===== config.mk =====
export PLATFORM = sky130hd
export DESIGN_NAME = id_ex_stage_flat
export DESIGN_NICKNAME = d
export VERILOG_FILES = /design/src/rtl/id_ex_stage_if.sv /design/src/rtl/id_ex_stage.sv /design/src/flat_wrapper.sv
export SDC_FILE = /design/constraint.sdc
export NUM_CORES = 1
export LEC_CHECK = 0
export ABC_AREA = 1
export BUFFER_PORTS_ARGS = -buffer_cell sky130_fd_sc_hd__buf_2
export CORE_AREA = 2 2 126 128
export DETAILED_ROUTE_END_ITERATION = 16
export DIE_AREA = 0 0 128 130
export PLACE_DENSITY = 0.84
export SETUP_SLACK_MARGIN = 0.02
export SLEW_MARGIN = 0
export SYNTH_ARGS = -nofsm -noshare
export SYNTH_HDL_FRONTEND = slang
export SYNTH_SLANG_ARGS = --single-unit

===== constraint.sdc =====
create_clock -name clk -period 1.85 [get_ports clk]
set_input_delay 0.185 -clock clk [delete_from_list [all_inputs] [get_ports clk]]
set_output_delay 0.185 -clock clk [all_outputs]
set_load 0.005 [all_outputs]

===== src/rtl/id_ex_stage_if.sv =====
// Decode-to-execute pipeline bus: D-stage instruction fields in, registered E-stage fields
// and load-use stall requests out.
interface id_ex_stage_if;
  logic        validd;
  logic        regwrited;
  logic        memtoregd;
  logic        memwrited;
  logic        alusrcd;
  logic        regdstd;
  logic        branchd;
  logic [2:0]  alucontrold;
  logic [31:0] rd1d;
  logic [31:0] rd2d;
  logic [31:0] signimmd;
  logic [31:0] pcplus4d;
  logic [4:0]  rsd;
  logic [4:0]  rtd;
  logic [4:0]  rdd;
  logic        flushe;

  logic        valide;
  logic        regwritee;
  logic        memtoregee;
  logic        memwritee;
  logic        alusrce;
  logic        regdste;
  logic        branche;
  logic [2:0]  alucontrole;
  logic [31:0] rd1e;
  logic [31:0] rd2e;
  logic [31:0] signimme;
  logic [31:0] pcplus4e;
  logic [4:0]  rse;
  logic [4:0]  rte;
  logic [4:0]  rde;
  logic        stallf;
  logic        stalld;
  logic [15:0] stallcnt;

  modport slave (
    input  validd, regwrited, memtoregd, memwrited, alusrcd, regdstd, branchd,
           alucontrold, rd1d, rd2d, signimmd, pcplus4d, rsd, rtd, rdd, flushe,
    output valide, regwritee, memtoregee, memwritee, alusrce, regdste, branche,
           alucontrole, rd1e, rd2e, signimme, pcplus4e, rse, rte, rde,
           stallf, stalld, stallcnt
  );

  modport master (
    output validd, regwrited, memtoregd, memwrited, alusrcd, regdstd, branchd,
           alucontrold, rd1d, rd2d, signimmd, pcplus4d, rsd, rtd, rdd, flushe,
    input  valide, regwritee, memtoregee, memwritee, alusrce, regdste, branche,
           alucontrole, rd1e, rd2e, signimme, pcplus4e, rse, rte, rde,
           stallf, stalld, stallcnt
  );
endinterface


===== src/rtl/id_ex_stage.sv =====
// ID/EX pipeline register with load-use hazard detection and a saturating stall counter.
// A bubble (all zeros) is loaded on stall, flush, or an invalid decode slot.
module id_ex_stage (
  input  logic       clk,
  input  logic       reset_n,
  id_ex_stage_if.slave bus
);

  function automatic logic [15:0] sat_inc(input logic [15:0] cnt);
    return (cnt == 16'hFFFF) ? cnt : cnt + 16'd1;
  endfunction

  logic lwstall;
  logic take_p0;

  // A load in E whose destination feeds the D instruction must hold D one cycle.
  assign lwstall = bus.valide & bus.memtoregee & bus.validd & (bus.rte != 5'd0) &
                   ((bus.rte == bus.rsd) | (bus.rte == bus.rtd));
  assign bus.stallf = lwstall;
  assign bus.stalld = lwstall;

  // Gating data on take_p0 keeps X inputs from an invalid D slot out of E.
  assign take_p0 = bus.validd & ~lwstall & ~bus.flushe;

  // E stage register
  always_ff @(posedge clk or negedge reset_n) begin
    if (!reset_n) begin
      bus.valide      <= 1'b0;
      bus.regwritee   <= 1'b0;
      bus.memtoregee  <= 1'b0;
      bus.memwritee   <= 1'b0;
      bus.alusrce     <= 1'b0;
      bus.regdste     <= 1'b0;
      bus.branche     <= 1'b0;
      bus.alucontrole <= 3'd0;
      bus.rd1e        <= 32'd0;
      bus.rd2e        <= 32'd0;
      bus.signimme    <= 32'd0;
      bus.pcplus4e    <= 32'd0;
      bus.rse         <= 5'd0;
      bus.rte         <= 5'd0;
      bus.rde         <= 5'd0;
      bus.stallcnt    <= 16'd0;
    end else begin
      bus.valide      <= take_p0;
      bus.regwritee   <= take_p0 & bus.regwrited;
      bus.memtoregee  <= take_p0 & bus.memtoregd;
      bus.memwritee   <= take_p0 & bus.memwrited;
      bus.alusrce     <= take_p0 & bus.alusrcd;
      bus.regdste     <= take_p0 & bus.regdstd;
      bus.branche     <= take_p0 & bus.branchd;
      bus.alucontrole <= take_p0 ? bus.alucontrold : 3'd0;
      bus.rd1e        <= take_p0 ? bus.rd1d        : 32'd0;
      bus.rd2e        <= take_p0 ? bus.rd2d        : 32'd0;
      bus.signimme    <= take_p0 ? bus.signimmd    : 32'd0;
      bus.pcplus4e    <= take_p0 ? bus.pcplus4d    : 32'd0;
      bus.rse         <= take_p0 ? bus.rsd         : 5'd0;
      bus.rte         <= take_p0 ? bus.rtd         : 5'd0;
      bus.rde         <= take_p0 ? bus.rdd         : 5'd0;
      bus.stallcnt    <= lwstall ? sat_inc(bus.stallcnt) : bus.stallcnt;
    end
  end

endmodule


===== src/flat_wrapper.sv =====
// flat-port wrapper written by rule: the top's interface ports become plain ports
module id_ex_stage_flat 
  (clk, reset_n, bus_validd, bus_regwrited, bus_memtoregd, bus_memwrited, bus_alusrcd, bus_regdstd, bus_branchd, bus_alucontrold, bus_rd1d, bus_rd2d, bus_signimmd, bus_pcplus4d, bus_rsd, bus_rtd, bus_rdd, bus_flushe, bus_valide, bus_regwritee, bus_memtoregee, bus_memwritee, bus_alusrce, bus_regdste, bus_branche, bus_alucontrole, bus_rd1e, bus_rd2e, bus_signimme, bus_pcplus4e, bus_rse, bus_rte, bus_rde, bus_stallf, bus_stalld, bus_stallcnt);
  id_ex_stage_if bus_i ();
  input  logic clk;
  input  logic reset_n;
  input wire logic [$bits(bus_i.validd)-1:0] bus_validd;
  input wire logic [$bits(bus_i.regwrited)-1:0] bus_regwrited;
  input wire logic [$bits(bus_i.memtoregd)-1:0] bus_memtoregd;
  input wire logic [$bits(bus_i.memwrited)-1:0] bus_memwrited;
  input wire logic [$bits(bus_i.alusrcd)-1:0] bus_alusrcd;
  input wire logic [$bits(bus_i.regdstd)-1:0] bus_regdstd;
  input wire logic [$bits(bus_i.branchd)-1:0] bus_branchd;
  input wire logic [$bits(bus_i.alucontrold)-1:0] bus_alucontrold;
  input wire logic [$bits(bus_i.rd1d)-1:0] bus_rd1d;
  input wire logic [$bits(bus_i.rd2d)-1:0] bus_rd2d;
  input wire logic [$bits(bus_i.signimmd)-1:0] bus_signimmd;
  input wire logic [$bits(bus_i.pcplus4d)-1:0] bus_pcplus4d;
  input wire logic [$bits(bus_i.rsd)-1:0] bus_rsd;
  input wire logic [$bits(bus_i.rtd)-1:0] bus_rtd;
  input wire logic [$bits(bus_i.rdd)-1:0] bus_rdd;
  input wire logic [$bits(bus_i.flushe)-1:0] bus_flushe;
  output wire logic [$bits(bus_i.valide)-1:0] bus_valide;
  output wire logic [$bits(bus_i.regwritee)-1:0] bus_regwritee;
  output wire logic [$bits(bus_i.memtoregee)-1:0] bus_memtoregee;
  output wire logic [$bits(bus_i.memwritee)-1:0] bus_memwritee;
  output wire logic [$bits(bus_i.alusrce)-1:0] bus_alusrce;
  output wire logic [$bits(bus_i.regdste)-1:0] bus_regdste;
  output wire logic [$bits(bus_i.branche)-1:0] bus_branche;
  output wire logic [$bits(bus_i.alucontrole)-1:0] bus_alucontrole;
  output wire logic [$bits(bus_i.rd1e)-1:0] bus_rd1e;
  output wire logic [$bits(bus_i.rd2e)-1:0] bus_rd2e;
  output wire logic [$bits(bus_i.signimme)-1:0] bus_signimme;
  output wire logic [$bits(bus_i.pcplus4e)-1:0] bus_pcplus4e;
  output wire logic [$bits(bus_i.rse)-1:0] bus_rse;
  output wire logic [$bits(bus_i.rte)-1:0] bus_rte;
  output wire logic [$bits(bus_i.rde)-1:0] bus_rde;
  output wire logic [$bits(bus_i.stallf)-1:0] bus_stallf;
  output wire logic [$bits(bus_i.stalld)-1:0] bus_stalld;
  output wire logic [$bits(bus_i.stallcnt)-1:0] bus_stallcnt;
  assign bus_i.validd = bus_validd;
  assign bus_i.regwrited = bus_regwrited;
  assign bus_i.memtoregd = bus_memtoregd;
  assign bus_i.memwrited = bus_memwrited;
  assign bus_i.alusrcd = bus_alusrcd;
  assign bus_i.regdstd = bus_regdstd;
  assign bus_i.branchd = bus_branchd;
  assign bus_i.alucontrold = bus_alucontrold;
  assign bus_i.rd1d = bus_rd1d;
  assign bus_i.rd2d = bus_rd2d;
  assign bus_i.signimmd = bus_signimmd;
  assign bus_i.pcplus4d = bus_pcplus4d;
  assign bus_i.rsd = bus_rsd;
  assign bus_i.rtd = bus_rtd;
  assign bus_i.rdd = bus_rdd;
  assign bus_i.flushe = bus_flushe;
  assign bus_valide = bus_i.valide;
  assign bus_regwritee = bus_i.regwritee;
  assign bus_memtoregee = bus_i.memtoregee;
  assign bus_memwritee = bus_i.memwritee;
  assign bus_alusrce = bus_i.alusrce;
  assign bus_regdste = bus_i.regdste;
  assign bus_branche = bus_i.branche;
  assign bus_alucontrole = bus_i.alucontrole;
  assign bus_rd1e = bus_i.rd1e;
  assign bus_rd2e = bus_i.rd2e;
  assign bus_signimme = bus_i.signimme;
  assign bus_pcplus4e = bus_i.pcplus4e;
  assign bus_rse = bus_i.rse;
  assign bus_rte = bus_i.rte;
  assign bus_rde = bus_i.rde;
  assign bus_stallf = bus_i.stallf;
  assign bus_stalld = bus_i.stalld;
  assign bus_stallcnt = bus_i.stallcnt;
  id_ex_stage u_core (.clk(clk), .reset_n(reset_n), .bus(bus_i));
endmodule

==> qor.txt <==
status: completed
Synthesized Nets: 829
post-DP HPWL: 12.53 mm
initial DRC count: 299
All-Layer GR Usage: 0.2450
number of synthesized flops with an enable pin: 0
Worst-Margin Slew: 0.3984 ns
Min-Delay Path Class: in -> reg
max frequency: 0.5663 GHz
Lkg Pwr: 6.367 nW
Ports: 327
Congestion Overflow GR: 0
Pwr Total: 0.008232 W
met2 routed WL: 10.71 mm
Worst-Skew Late Latency: 0.43 ns
post-layout min period: 1.766 ns
Startpoint Class: primary input
Initial Utilization: 0.4119
P per Cell Area: 795.5 nW/um2
async set or reset register ratio after synthesis: 1.000
wire length on met1: 7.604 mm
Pre-antenna DRT Iters: 5
antenna violations before repair: 1
clock root buffer: clkbuf_16
first-pass GRT wire length: 31.09 mm
mean area per synthesized cell: 9.455 um2
Num CTS Buffers: 17
final period utilization: 0.9545
ANT nets after route: 0
average via count per standard cell: 4.418
count of different cell masters after synthesis: 21
# rows: 46
nets: 1317
die width: 128 um
Post-Synthesis Cell Area: 6354 um2
H-Tree Depth: 4
Crit. End Element: primary output
# DRC: 0
Vias: 6048
die area: 16640 um2
Worst EP required: 1.66 ns
RSZ-0062 raised after global routing: true
WL/cell: 15.14 um
largest net degree at the start of global routing: 64
DR WL met3: 1.801 mm
Synth top area share: 0.6656
number of synthesized register bits: 169
clock sink total: 169
TritonCTS clock tree: yes
sequential fraction of the synthesis area: 0.6656
cell count after synthesis: 672
Clock Tree Buf Depth: 2
Slew HR: 0.7323
Max IR drop VDD: 0.5459 mV
Layout Utilization: 0.6709
max layer used: met4
WL final: 20.73 mm
Reg clk slew, reported paths: 0.06 ns
Port-buffer cells: 326
Synth Flop Type: dfrtp_1
number of global-route vias before repair: 6361
dominant cell type by area after synthesis: dfrtp_1
setup skew after layout: 0.01229 ns
main area contributors after synthesis: dfrtp_1, nor2_1, inv_1
Crit Path Category: in -> out
# Max-Cap Violations: 0
core box area: 15420 um2
Setup violations, final: 0
die height: 130 um
GPL Wtd Cong: 0.8586
area growth from synthesis to layout: 62.88%
share of layout cells above drive strength 1: 0.3316
# fillers: 1088
crit path DAT: 1.58 ns
Max Slew Vio Count: 0
Crit Path Max Fanout: 3
final hold violations: 0
yosys warns: 0
## critical path, cell delays in order
cell	delay [ns]
dlygate4sd3_1	0.54
buf_2	0.14
nor2_1	0.10
nor2_1	0.05
nor2_1	0.10
nand3_1	0.09
nand2_2	0.12
nand2_4	0.08
inv_4	0.07
buf_6	0.09
## state kept, by name, indices dropped and copies added, names as in the netlist, 3 cells and up
register                count
u_core.bus.pcplus4e        32
u_core.bus.rd1e            32
u_core.bus.rd2e            32
u_core.bus.signimme        32
u_core.bus.stallcnt        16
u_core.bus.rde              5
u_core.bus.rse              5
u_core.bus.rte              5
u_core.bus.alucontrole      3
## layout make-up
class                      instances  area [um2]  share of cell area
multi-input combinational        309        1336              0.1291
inverter                         173       651.9             0.06299
sequential                       169        4232              0.4089
timing repair buffer             490        3312              0.3200
clock inverter                    13       133.9             0.01294
tap                              192       240.2             0.02321
antenna                            4       10.01           0.0009672
clock buffer                      19       432.9             0.04183
## worst paths after layout
check                      slack, ns              startpoint  cells after the start                 endpoint
setup / recovery                0.08              bus_rtd[0]                     10               bus_stallf
hold / removal                  0.02              bus_rtd[2]                      3        u_core.bus.rte[2]
setup reg to reg                0.18  u_core.bus.stallcnt[0]                      7   u_core.bus.stallcnt[5]
hold reg to reg                 0.54  u_core.bus.stallcnt[1]                      2   u_core.bus.stallcnt[1]
max in group asynchronous       1.04                 reset_n                      3        u_core.bus.rde[4]
min in group asynchronous       0.21                 reset_n                      2  u_core.bus.signimme[20]
## layer usage
layer / vias to the layer above / GRT usage
met2: 287 / 0.4391
li1: 2889 / -
met1: 2826 / 0.2625
met3: 46 / 0.08282
met4: 0 / 0.1138
met5: - / 0
## cell families (layout without fill, tap and decap cells)
group | Yosys count | count (layout) | synth area share
AND/OR/NAND/NOR | 295 | 295 | 0.1892
buffers and inverters | 194 | 695 | 0.1276
flip-flops | 169 | 169 | 0.6656
other | 0 | 4 | 0
XOR/XNOR | 9 | 9 | 0.01241
adder cells (fa/ha/maj) | 1 | 1 | 0.001969
AO/OA/AOI/OAI | 4 | 4 | 0.003151
## where the power goes
group	switching (W)	total [W]	internal, W
logic	0.000433	0.000934	0.000500
registers	0.0000438	0.00387	0.00382
clock network	0.00154	0.00343	0.00189
total	0.00202	0.00823	0.00621
## placed cells by master, fill, tap and decap left out, types with 5 or more instances in the layout
cell type      instances
buf_12                 5
nor2_1               172
nand4_1               20
inv_2                  6
buf_4                 12
clkbuf_16             17
xnor2_1                6
buf_2                323
inv_1                166
dlygate4sd3_1        147
dfrtp_1              167
nand3_1               10
nand2_1               85
inv_6                  5
## synthesized netlist by cell type (2+ instances only)
cell type and count:
xnor2_1 6, nand2_2 2, inv_2 5, o21ai_0 4, nor2_1 173, nand4_1 20
xor2_1 3, buf_2 9, buf_6 9, nand3_1 10, inv_1 168, nand2_1 86
dfrtp_1 169
## stage by stage
stage	setup TNS [ns]	area, um2	hold WS [ns]	setup WS (ns)	instances
5_1_grt	-0.02467	10340	0.003870	-0.01340	1366
3_3_place_gp	0	8235	0.08884	0.2164	1182
2_1_floorplan	0	6354	-0.1106	0.2485	672
4_1_cts	0	10290	0.002080	0.06015	1363
6_report	0	10350	0.02041	0.08417	1369
3_5_place_dp	0	8235	0.09409	0.1809	1182
## timing repair
action,4_1_cts,5_1_grt
hold endpoints to repair,220,0
setup endpoints to repair,2,16
setup buffers,2,2
resized for setup,2,9
hold buffers,147,0
pin swaps,0,8
Power figures use the tool's default switching activity.
